`config.mk`:
```
export PLATFORM = sky130hd
export DESIGN_NAME = sdram_phase_autotune_flat
export DESIGN_NICKNAME = d
export VERILOG_FILES = /design/src/rtl/sdram_tune_pkg.sv /design/src/rtl/sdram_phase_autotune_if.sv /design/src/rtl/pll_phase_stepper.sv /design/src/rtl/sdram_phase_autotune.sv /design/src/flat_wrapper.sv
export SDC_FILE = /design/constraint.sdc
export NUM_CORES = 1
export LEC_CHECK = 0
export BUFFER_PORTS_ARGS = -buffer_cell sky130_fd_sc_hd__buf_2
export CAP_MARGIN = 20
export CELL_PAD_IN_SITES_DETAIL_PLACEMENT = 1
export CELL_PAD_IN_SITES_GLOBAL_PLACEMENT = 2
export CORE_AREA = 2 2 126 128
export DETAILED_ROUTE_END_ITERATION = 8
export DIE_AREA = 0 0 128 130
export PLACE_DENSITY_LB_ADDON = 0.1
export SLEW_MARGIN = 0
export SYNTH_ARGS = -nofsm -noshare
export SYNTH_HDL_FRONTEND = slang
export SYNTH_SLANG_ARGS = --single-unit
```
`constraint.sdc`:
```
create_clock -name clk -period 4.8 [get_ports clk]
set_input_delay 1.44 -clock clk [delete_from_list [all_inputs] [get_ports clk]]
set_output_delay 1.44 -clock clk [all_outputs]
set_load 0.05 [all_outputs]
```
`src/rtl/sdram_tune_pkg.sv`:
```
// Shared definitions for the SDRAM phase auto-tuner.
// Holds the top FSM state encoding, the phase index width, the PLL
// direction encodings and the window-centre helper.
package sdram_tune_pkg;
  localparam int PHASE_W = 8;
  localparam logic DIR_ADV = 1'b1;
  localparam logic DIR_RET = 1'b0;

  typedef logic [PHASE_W-1:0] phase_t;

  typedef enum logic [2:0] {
    ST_IDLE, ST_SETTLE, ST_DWELL, ST_RECORD, ST_STEP, ST_SEEK, ST_DONE
  } tune_state_e;

  // Centre of the best window. A 9-bit sum keeps the carry visible. The
  // result always fits in 8 bits because start+len never exceeds C_steps.
  function automatic phase_t centre(phase_t s, phase_t l);
    logic [PHASE_W:0] t;
    t = {1'b0, s} + {1'b0, (l >> 1)};
    return (l == '0) ? '0 : t[PHASE_W-1:0];
  endfunction
endpackage

```
`src/rtl/sdram_phase_autotune_if.sv`:
```
// Bus between the auto-tuner and its surroundings.
// The slave modport is the tuner side:
//   - Inputs: start, pass_pulse, fail_pulse.
//   - Outputs: PLL dynamic-phase controls, tester reset and sweep results.
// The master modport is the driving side.
interface sdram_phase_autotune_if;
  import sdram_tune_pkg::*;
  logic   start, pass_pulse, fail_pulse;
  logic   phasedir, phasestep, phaseloadreg, tester_rst_n;
  phase_t phase, best_start, best_len;
  logic   busy, done, found;

  modport slave (
    input  start, pass_pulse, fail_pulse,
    output phasedir, phasestep, phaseloadreg, tester_rst_n,
           phase, best_start, best_len, busy, done, found
  );
  modport master (
    output start, pass_pulse, fail_pulse,
    input  phasedir, phasestep, phaseloadreg, tester_rst_n,
           phase, best_start, best_len, busy, done, found
  );
endinterface

```
`src/rtl/pll_phase_stepper.sv`:
```
// Generates one PLL dynamic phase step.
// Sequence after req_i is accepted in idle:
//   - 1 cycle in which phasedir is set up.
//   - C_pulse_cycles cycles with phasestep high.
//   - C_pulse_cycles cycles with phasestep low.
// After the low gap it emits a one-cycle ack_o.
// fall_o flags the cycle whose clock edge drops phasestep. The owner of
// the phase index updates it on that same edge.
// Ports: clk, rst_n (sync, active low), req_i, dir_i, phasedir_o,
//        phasestep_o, fall_o, ack_o.
module pll_phase_stepper
  import sdram_tune_pkg::*;
#(
  parameter int C_pulse_cycles = 16
) (
  input  logic clk,
  input  logic rst_n,
  input  logic req_i,
  input  logic dir_i,
  output logic phasedir_o,
  output logic phasestep_o,
  output logic fall_o,
  output logic ack_o
);
  localparam int CW = $clog2(C_pulse_cycles + 1);
  typedef enum logic [1:0] {SP_IDLE, SP_DIR, SP_HIGH, SP_LOW} sp_state_e;

  sp_state_e       state_q, state_d;
  logic [CW-1:0]   cnt_q, cnt_d;
  logic            dir_q, dir_d, step_q, step_d, ack_q, ack_d;
  logic            last;

  assign last = (cnt_q == CW'(C_pulse_cycles - 1));

  always_ff @(posedge clk) begin
    if (!rst_n) begin
      state_q <= SP_IDLE;
      cnt_q   <= '0;
      dir_q   <= 1'b0;
      step_q  <= 1'b0;
      ack_q   <= 1'b0;
    end else begin
      state_q <= state_d;
      cnt_q   <= cnt_d;
      dir_q   <= dir_d;
      step_q  <= step_d;
      ack_q   <= ack_d;
    end
  end

  always_comb begin
    state_d = state_q;
    cnt_d   = cnt_q;
    dir_d   = dir_q;
    step_d  = step_q;
    ack_d   = 1'b0;
    fall_o  = 1'b0;
    unique case (state_q)
      SP_IDLE: if (req_i) begin
        dir_d   = dir_i;
        state_d = SP_DIR;
      end
      SP_DIR: begin
        step_d  = 1'b1;
        cnt_d   = '0;
        state_d = SP_HIGH;
      end
      SP_HIGH: if (last) begin
        step_d  = 1'b0;
        cnt_d   = '0;
        fall_o  = 1'b1;
        state_d = SP_LOW;
      end else cnt_d = cnt_q + 1'b1;
      SP_LOW: if (last) begin
        ack_d   = 1'b1;
        state_d = SP_IDLE;
      end else cnt_d = cnt_q + 1'b1;
      default: state_d = SP_IDLE;
    endcase
  end

  assign phasedir_o  = dir_q;
  assign phasestep_o = step_q;
  assign ack_o       = ack_q;
endmodule

```
`src/rtl/sdram_phase_autotune.sv`:
```
// SDRAM chip-clock phase auto-tuner.
// Sweeps the PLL phase over C_steps positions. At each position it
// resets the memory tester and classifies the position pass/fail. It then
// steps back to the centre of the longest contiguous passing window.
// Ports: clk, rst_n (sync, active low), bus (sdram_phase_autotune_if.slave).
module sdram_phase_autotune
  import sdram_tune_pkg::*;
#(
  parameter int C_steps          = 64,
  parameter int C_pulse_cycles   = 16,
  parameter int C_settle_cycles  = 4096,
  parameter int C_dwell_passes   = 4,
  parameter int C_timeout_cycles = 2**24
) (
  input  logic clk,
  input  logic rst_n,
  sdram_phase_autotune_if.slave bus
);
  localparam int CNT_MAX = (C_settle_cycles > C_timeout_cycles) ? C_settle_cycles : C_timeout_cycles;
  localparam int CNT_W   = $clog2(CNT_MAX + 1);
  localparam int PW      = $clog2(C_dwell_passes + 1);

  tune_state_e      state_q, state_d;
  phase_t           phase_q, phase_d, bstart_q, bstart_d, blen_q, blen_d;
  phase_t           rstart_q, rstart_d, rlen_q, rlen_d, target_q, target_d;
  logic [CNT_W-1:0] cnt_q, cnt_d;
  logic [PW-1:0]    pcnt_q, pcnt_d;
  logic good_q, good_d, busy_q, busy_d, done_q, done_d, found_q, found_d;
  logic trst_q, trst_d, req_q, req_d, sdir_q, sdir_d;
  logic step_fall, step_ack, pdir;

  pll_phase_stepper #(.C_pulse_cycles(C_pulse_cycles)) u_step (
    .clk(clk), .rst_n(rst_n), .req_i(req_q), .dir_i(sdir_q),
    .phasedir_o(pdir), .phasestep_o(bus.phasestep),
    .fall_o(step_fall), .ack_o(step_ack)
  );

  always_ff @(posedge clk) begin
    if (!rst_n) begin
      state_q <= ST_IDLE;
      phase_q <= '0; bstart_q <= '0; blen_q <= '0;
      rstart_q <= '0; rlen_q <= '0; target_q <= '0;
      cnt_q <= '0; pcnt_q <= '0; good_q <= 1'b0;
      busy_q <= 1'b0; done_q <= 1'b0; found_q <= 1'b0;
      trst_q <= 1'b1; req_q <= 1'b0; sdir_q <= DIR_RET;
    end else begin
      state_q <= state_d;
      phase_q <= phase_d; bstart_q <= bstart_d; blen_q <= blen_d;
      rstart_q <= rstart_d; rlen_q <= rlen_d; target_q <= target_d;
      cnt_q <= cnt_d; pcnt_q <= pcnt_d; good_q <= good_d;
      busy_q <= busy_d; done_q <= done_d; found_q <= found_d;
      trst_q <= trst_d; req_q <= req_d; sdir_q <= sdir_d;
    end
  end

  always_comb begin
    state_d = state_q;
    phase_d = phase_q; bstart_d = bstart_q; blen_d = blen_q;
    rstart_d = rstart_q; rlen_d = rlen_q; target_d = target_q;
    cnt_d = cnt_q; pcnt_d = pcnt_q; good_d = good_q;
    busy_d = busy_q; done_d = done_q; found_d = found_q;
    trst_d = trst_q; req_d = 1'b0; sdir_d = sdir_q;

    // The index moves on the same edge that drops phasestep.
    if (step_fall) phase_d = pdir ? phase_q + 1'b1 : phase_q - 1'b1;

    unique case (state_q)
      ST_IDLE, ST_DONE: if (bus.start) begin
        // Whatever phase the PLL sits at now becomes index 0.
        busy_d = 1'b1; done_d = 1'b0; found_d = 1'b0;
        phase_d = '0; bstart_d = '0; blen_d = '0; rstart_d = '0; rlen_d = '0;
        trst_d = 1'b0; cnt_d = '0;
        state_d = ST_SETTLE;
      end
      ST_SETTLE: if (cnt_q == CNT_W'(C_settle_cycles - 1)) begin
        trst_d = 1'b1; cnt_d = '0; pcnt_d = '0;
        state_d = ST_DWELL;
      end else cnt_d = cnt_q + 1'b1;
      ST_DWELL: begin
        cnt_d = cnt_q + 1'b1;
        if (bus.fail_pulse) begin
          good_d = 1'b0; state_d = ST_RECORD;
        end else if (bus.pass_pulse) begin
          cnt_d = '0;
          if (pcnt_q == PW'(C_dwell_passes - 1)) begin
            good_d = 1'b1; state_d = ST_RECORD;
          end else pcnt_d = pcnt_q + 1'b1;
        end else if (cnt_q == CNT_W'(C_timeout_cycles - 1)) begin
          good_d = 1'b0; state_d = ST_RECORD;
        end
      end
      ST_RECORD: begin
        if (good_q) begin
          if (rlen_q == '0) rstart_d = phase_q;
          rlen_d = rlen_q + 1'b1;
        end else rlen_d = '0;
        // Strict compare keeps the earliest of equal-length runs.
        if (rlen_d > blen_q) begin
          bstart_d = rstart_d; blen_d = rlen_d;
        end
        if (phase_q < PHASE_W'(C_steps - 1)) begin
          req_d = 1'b1; sdir_d = DIR_ADV; state_d = ST_STEP;
        end else begin
          target_d = centre(bstart_d, blen_d);
          state_d  = ST_SEEK;
        end
      end
      ST_STEP: if (step_ack) begin
        if (sdir_q == DIR_ADV) begin
          trst_d = 1'b0; cnt_d = '0; state_d = ST_SETTLE;
        end else state_d = ST_SEEK;
      end
      ST_SEEK: if (phase_q == target_q) begin
        done_d = 1'b1; busy_d = 1'b0; found_d = (blen_q != '0);
        state_d = ST_DONE;
      end else begin
        req_d = 1'b1; sdir_d = DIR_RET; state_d = ST_STEP;
      end
      default: state_d = ST_IDLE;
    endcase
  end

  assign bus.phasedir     = pdir;
  assign bus.phaseloadreg = 1'b0;
  assign bus.tester_rst_n = trst_q;
  assign bus.phase        = phase_q;
  assign bus.best_start   = bstart_q;
  assign bus.best_len     = blen_q;
  assign bus.busy         = busy_q;
  assign bus.done         = done_q;
  assign bus.found        = found_q;
endmodule

```
`src/flat_wrapper.sv`:
```
// flat-port wrapper written by rule: the top's interface ports become plain ports
module sdram_phase_autotune_flat import sdram_tune_pkg::*;
#(
  parameter int C_steps          = 64,
  parameter int C_pulse_cycles   = 16,
  parameter int C_settle_cycles  = 4096,
  parameter int C_dwell_passes   = 4,
  parameter int C_timeout_cycles = 2**24
)
  (clk, rst_n, bus_start, bus_pass_pulse, bus_fail_pulse, bus_phasedir, bus_phasestep, bus_phaseloadreg, bus_tester_rst_n, bus_phase, bus_best_start, bus_best_len, bus_busy, bus_done, bus_found);
  sdram_phase_autotune_if bus_i ();
  input  logic clk;
  input  logic rst_n;
  input wire logic [$bits(bus_i.start)-1:0] bus_start;
  input wire logic [$bits(bus_i.pass_pulse)-1:0] bus_pass_pulse;
  input wire logic [$bits(bus_i.fail_pulse)-1:0] bus_fail_pulse;
  output wire logic [$bits(bus_i.phasedir)-1:0] bus_phasedir;
  output wire logic [$bits(bus_i.phasestep)-1:0] bus_phasestep;
  output wire logic [$bits(bus_i.phaseloadreg)-1:0] bus_phaseloadreg;
  output wire logic [$bits(bus_i.tester_rst_n)-1:0] bus_tester_rst_n;
  output wire logic [$bits(bus_i.phase)-1:0] bus_phase;
  output wire logic [$bits(bus_i.best_start)-1:0] bus_best_start;
  output wire logic [$bits(bus_i.best_len)-1:0] bus_best_len;
  output wire logic [$bits(bus_i.busy)-1:0] bus_busy;
  output wire logic [$bits(bus_i.done)-1:0] bus_done;
  output wire logic [$bits(bus_i.found)-1:0] bus_found;
  assign bus_i.start = bus_start;
  assign bus_i.pass_pulse = bus_pass_pulse;
  assign bus_i.fail_pulse = bus_fail_pulse;
  assign bus_phasedir = bus_i.phasedir;
  assign bus_phasestep = bus_i.phasestep;
  assign bus_phaseloadreg = bus_i.phaseloadreg;
  assign bus_tester_rst_n = bus_i.tester_rst_n;
  assign bus_phase = bus_i.phase;
  assign bus_best_start = bus_i.best_start;
  assign bus_best_len = bus_i.best_len;
  assign bus_busy = bus_i.busy;
  assign bus_done = bus_i.done;
  assign bus_found = bus_i.found;
  sdram_phase_autotune #(.C_steps(C_steps), .C_pulse_cycles(C_pulse_cycles), .C_settle_cycles(C_settle_cycles), .C_dwell_passes(C_dwell_passes), .C_timeout_cycles(C_timeout_cycles)) u_core (.clk(clk), .rst_n(rst_n), .bus(bus_i));
endmodule
```
======== Word-level counts from Yosys, hierarchy flattened ========
Cells that the tools add are included.
cells by class
  $add $sub $neg .......................... 7
  order comparisons ....................... 2
  equality and inequality tests ........... 31
  multiplexer cells ....................... 74
  bitwise gates (word level) .............. 1
  reduce and logical (&&, ||, !) cells .... 29
operators by type and width
  cell                     number
  $mux W25                 6
  $mux W8                  14
  $pmux W25 S4             1
  $pmux W8 S2              4
  $mux W3                  12
  $add A25 B1 Y25 const B  1
  $eq A25 B12 Y1 const B   1
  $eq A25 B24 Y1 const B   1
  $mux W1                  20
  $ne A2 B2 Y1 const B     9
  $pmux W3 S6              1
  $add A8 B1 Y8 const B    2
  $logic_not A8 Y1         2
  $pmux W5 S3              1
  $reduce_and A5 Y1        3
  $pmux W1 S2              6
  $reduce_and A2 Y1        6
  $reduce_and A3 Y1        4
  $mux W5                  2
  $ne A2 B1 Y1 const B     5
  $reduce_bool A2 Y1       5
  $eq A3 B2 Y1 const B     3
  $eq A3 B3 Y1 const B     3
  $reduce_bool A3 Y1       3
  24 further kinds         29
word-level totals
  register bits after elaboration ......... 96
  input bits .............................. 5
  output and inout port bits .............. 31
  word-level logic and storage cells ...... 165

======== Depth between registers and ports, before layout ========
  depth after elaboration ................. 8
  mapped depth ............................ 21
  depth with buffers taken out ............ 19

======== By module ========
Synthesis repeated with hierarchy kept, for this count alone.
second synthesis, totals
  cell total of the unflattened synthesis .. 692
  area total of the unflattened synthesis .. 5550.3 sq um
by module, submodules not included
  module                times used  cells each  area each (sq um)  sequential area each (sq um)
  sdram_phase_autotune  1           624         4966.0             1721.7
  pll_phase_stepper     1           68          584.3              200.2

======== Least setup slack after synthesis ========
No wires, ideal clock.
  path type ............................... register to register
  start ................................... register u_core.rlen_q[2]
  end ..................................... register u_core.target_q[6]
  setup time .............................. 0.118 ns
  arrival time ............................ 3.807 ns
  required time ........................... 4.682 ns
  slack ................................... 0.875 ns
  stages on the path, launching flop included .. 20
  buffers on the path ..................... 2
  period minus slack after synthesis ...... 3.925 ns
  cells stage by stage .................... dfxtp_1 -> and3_2 -> nand3_1 -> xnor2_1 -> nand2_1 -> inv_1 -> ha_1 -> nand3_1 -> nor3_1 -> mux2_2 -> a21oi_2 -> buf_2 -> buf_2 -> mux2_2 -> ha_1 -> nor4_2 -> o31ai_2 -> a31oi_1 -> xor2_1 -> o21ai_1
between the ends
  cells in the longest elaborated chain, start to end .. 8
  elaborated cells on any way between the ends .. 14
  those cells by class .................... add/sub: 2; order compare: 1; mux: 9; reduce/logical: 2
ends and longest elaborated chain
  what                                               line                                        RTL
  start, declared                                    sdram_phase_autotune.sv:25                  phase_t rstart_q, rstart_d, rlen_q, rlen_d, target_q, target_d;
  start signal, assigned                             sdram_phase_autotune.sv:49                  rstart_q <= rstart_d; rlen_q <= rlen_d; target_q <= target_d;
  $add A8 B1 Y8                                      sdram_phase_autotune.sv:95                  rlen_d = rlen_q + 1'b1;
  $mux W8                                            sdram_phase_autotune.sv:93                  if (good_q) begin
  $mux W8                                            sdram_phase_autotune.sv:67                  unique case (state_q)
  $gt A8 B8 Y1                                       sdram_phase_autotune.sv:98                  if (rlen_d > blen_q) begin
  $mux W8                                            sdram_phase_autotune.sv:98
  $mux W8                                            sdram_phase_autotune.sv:67
  $add A8 B7 Y8 or $logic_not A8 Y1 (tied branches)  sdram_tune_pkg.sv:19, sdram_tune_pkg.sv:20
  $mux W8 *                                          sdram_tune_pkg.sv:20                        return (l == '0) ? '0 : t[PHASE_W-1:0];
  end signal, assigned                               sdram_phase_autotune.sv:49
  end, declared                                      sdram_phase_autotune.sv:25
Every way passes the cells marked *; elsewhere a longest branch is shown, timed or not. The select of a mux whose other input is x is not followed.
A chain may end at the register's enable or synchronous reset.

======== Worst setup path in the final report ========
  start ................................... register u_core.rlen_q[2]
  end ..................................... register u_core.target_q[5]
Same word-level chain as after synthesis.

==> reports/results.ini <==
[die]
die-area_um2=16600
core_area_um2=15400
top_level_ports=36
die_h_um=130
num_rows=46
chipWidth_um=128
start_util_pct=36.3

[setup_path]
r2r_slack_ns=0.47
rr_endpoint=u_core.target_q[5]
critPathKind=register to register
start_kind=register
end_kind=register
timing.rr.start=u_core.rlen_q[2]
crit_start=u_core.rlen_q[2]
reg2regPathDepth=19
crit_required_ns=5.07
path_max_fanout=25
arrival_ns=4.60

[cts]
clkSlewWorstSetupHoldPaths_ns=0.07
clock_latency_ns=0.36
cts_setup_buffers=0
cts_tree=built
cts_resized=0
clock_tree.root_cell=clkbuf_16
clock_path_buffers=2
hold_buffers=0
clock_sinks=96
cts_made_buffers=9
h-tree-depth=3

[final_layout]
stdcell_count=911
area_growth_pct=11.9
final_nets=753
drive_above_1_share_pct=9.46
antennaDiodeCount=0

[grt]
grt_use_total_pct=19.2
antenna_found_initial=0
grt_max_degree=38
grt-ovfl-total=0
grt_pass1_vias=4975
grt_first_pass_wirelength_mm=25.4

[drt]
wirelength_mm=15.3
dr_total_vias=4869
wl_per_cell_um=16.8
routed_via_density=5.34
first_pass_iters=4
drt_iter0_drc=214
drc_errors=0
antenna_left=0

[worst_hold_path]
worstHoldPathType=register to register
hold_start=u_core.bus.done
whs_path_depth=2
whs_endpoint=u_core.bus.done

[timing]
period_share_pct=90.3
period_needed_ns=4.33
finalSetupViolCount=0
finalHoldViolations=0
slew_violations=0
slew_headroom_pct=38.4
tightestPinTransition_ns=0.922
rsz0062_at_grt=no
fmax_mhz=231
fin_setup_tns_ns=0
finalClockSkew_ns=0.0100

[logic_synthesis]
synth_top_cell_area_share_pct=34.4
synth_cell_type_count=58
synth_ff_type=dfxtp_1
netlist_instances=689
syn_avg_cell_area_um2=8.12
synth-edff-count=0
syn_nets=728
async_reset_ff_share_pct=0
yosysMostFrequentCell=dfxtp_1
synth_seq_area_share_pct=34.4
synthTopCellsByCount=dfxtp_1, nor2_1, nand2_1
ys_ff_latch=96
yosysTopAreaCell=dfxtp_1
netlist_top_cells_area=dfxtp_1, ha_1, nor2_1, xnor2_1, nor2b_1
netlist_area_um2=5590
yosysWarnings=0

[place]
hpwl_mm=11.0
dp.cells=895
finalWeightedCongestion=0.813
portBuffers=34

[power]
ir_drop_mv=0.180
leakage_nw=2.47
comb_power_share_pct=21.7
swShare_pct=32.6
power_switching_uw=679
p_seq_share_pct=42.5
power.internal_mw=1.40
p_per_area_nw_per_um2=333
clockPowerShare_pct=35.8

[flow_run]
drv_cap=0

[run_status]
outcome=finished clean

-- worst max path at each step --
stage | endpoint | cells past startpoint | slack (ns)
after floorplan | u_core.target_q[6] | 19 | 0.88
after global placement | u_core.target_q[6] | 19 | 0.72
after detailed placement | u_core.target_q[6] | 19 | 0.55
after CTS | u_core.target_q[5] | 19 | 0.49
after global routing | u_core.target_q[5] | 19 | 0.06
final | u_core.target_q[5] | 19 | 0.47
-- through the flow --
stage	total power, mW	hold slack (ns)	area [um^2]	util [%]	setup WS, ns
2_1_floorplan	1.23	0.451	5590	-	0.875
3_3_place_gp	1.34	0.450	5960	38.6	0.718
3_5_place_dp	1.36	0.460	5960	38.6	0.554
4_1_cts	2.11	0.470	6260	40.6	0.488
5_1_grt	2.20	0.509	6260	40.6	0.0638
6_report	2.08	0.465	6260	40.6	0.467
-- logic make-up (layout without fill, tap and decap cells) --
| logic type | count (synthesis) | after routing | share of synthesized area (%) |
|---|---|---|---|
| flip-flops | 96 | 96 | 34.4 |
| buffers and inverters | 62 | 92 | 4.27 |
| other | 1 | 1 | 0.0670 |
| AO/OA/AOI/OAI | 140 | 140 | 16.2 |
| adder cells (fa/ha/maj) | 34 | 34 | 7.74 |
| XOR/XNOR | 51 | 51 | 7.99 |
| multiplexers | 15 | 15 | 2.73 |
| AND/OR/NAND/NOR | 290 | 290 | 26.7 |
-- worst max-delay path, cell delays in order (launching register included) --
cell and delay, ns:
dfxtp_1 0.46, and3_2 0.24, nand3_1 0.09, xnor2_1 0.14
nand2_1 0.13, inv_1 0.06, ha_1 0.33, a31oi_1 0.12
o21ai_0 0.24, a41oi_2 0.10, a21oi_2 0.42, buf_12 0.22
nor2_1 0.05, a21oi_1 0.18, ha_1 0.32, and2_1 0.18
a222oi_1 0.46, nand2b_1 0.17, xnor2_1 0.16, o21ai_0 0.16
-- power by group through the flow --
stage / combinational, mW / sequential, mW / clock [mW]
final: 0.451 / 0.885 / 0.745
after global routing: 0.510 / 0.892 / 0.802
after CTS: 0.458 / 0.884 / 0.772
after detailed placement: 0.455 / 0.901 / 0
after global placement: 0.444 / 0.899 / 0
after floorplan: 0.316 / 0.909 / 0
-- area by class of cell --
cell class | count | area [um^2]
multi-input cells | 531 | 3430
flip-flops and latches | 96 | 1920
fillers | 1893 | 9170
clock inverters | 3 | 40.0
repair buffers | 40 | 228
clock buffers | 13 | 260
well taps | 192 | 240
inverters | 36 | 135
-- layout by cell type (no fill, tap or decap), types with 4 or more instances in the layout --
cell type | Yosys | layout
dfxtp_1 | 96 | 96
nor2_1 | 78 | 78
nand2_1 | 54 | 54
a21oi_1 | 41 | 41
nor2b_1 | 40 | 40
inv_1 | 35 | 35
buf_2 | 2 | 34
nand3_1 | 33 | 33
ha_1 | 33 | 33
xnor2_1 | 30 | 30
o21ai_0 | 26 | 26
a22oi_1 | 22 | 22
xor2_1 | 21 | 21
and2_1 | 15 | 15
nand4_1 | 13 | 13
mux2i_1 | 13 | 13
nor3_1 | 12 | 12
and3_1 | 11 | 11
a21boi_0 | 11 | 11
nand2b_1 | 9 | 9
clkbuf_16 | 0 | 9
nor4_1 | 7 | 7
buf_4 | 1 | 5
o211ai_1 | 4 | 4
a31oi_1 | 4 | 4
o21bai_1 | 4 | 4
o31ai_1 | 4 | 4
a21o_1 | 4 | 4
-- routing by layer --
metal	up-vias	track usage (%)	wire, um
met3	16	2.58	280
met4	0	7.24	292
met1	2367	24.3	7200
met2	41	33.4	7490
li1	2445	-	-
met5	-	0	0
-- state kept, by name, indices dropped and copies added (netlist names), 2 cells and up --
signal and flops:
u_core.u_step.state_q 2, u_core.bus.phase 8, u_core.rlen_q 8, u_core.cnt_q 25
u_core.state_q 3, u_core.target_q 8, u_core.bus.best_start 8, u_core.rstart_q 8
u_core.u_step.cnt_q 5, u_core.pcnt_q 3, u_core.bus.best_len 8
Note: power is estimated with default switching activity, not from simulation.
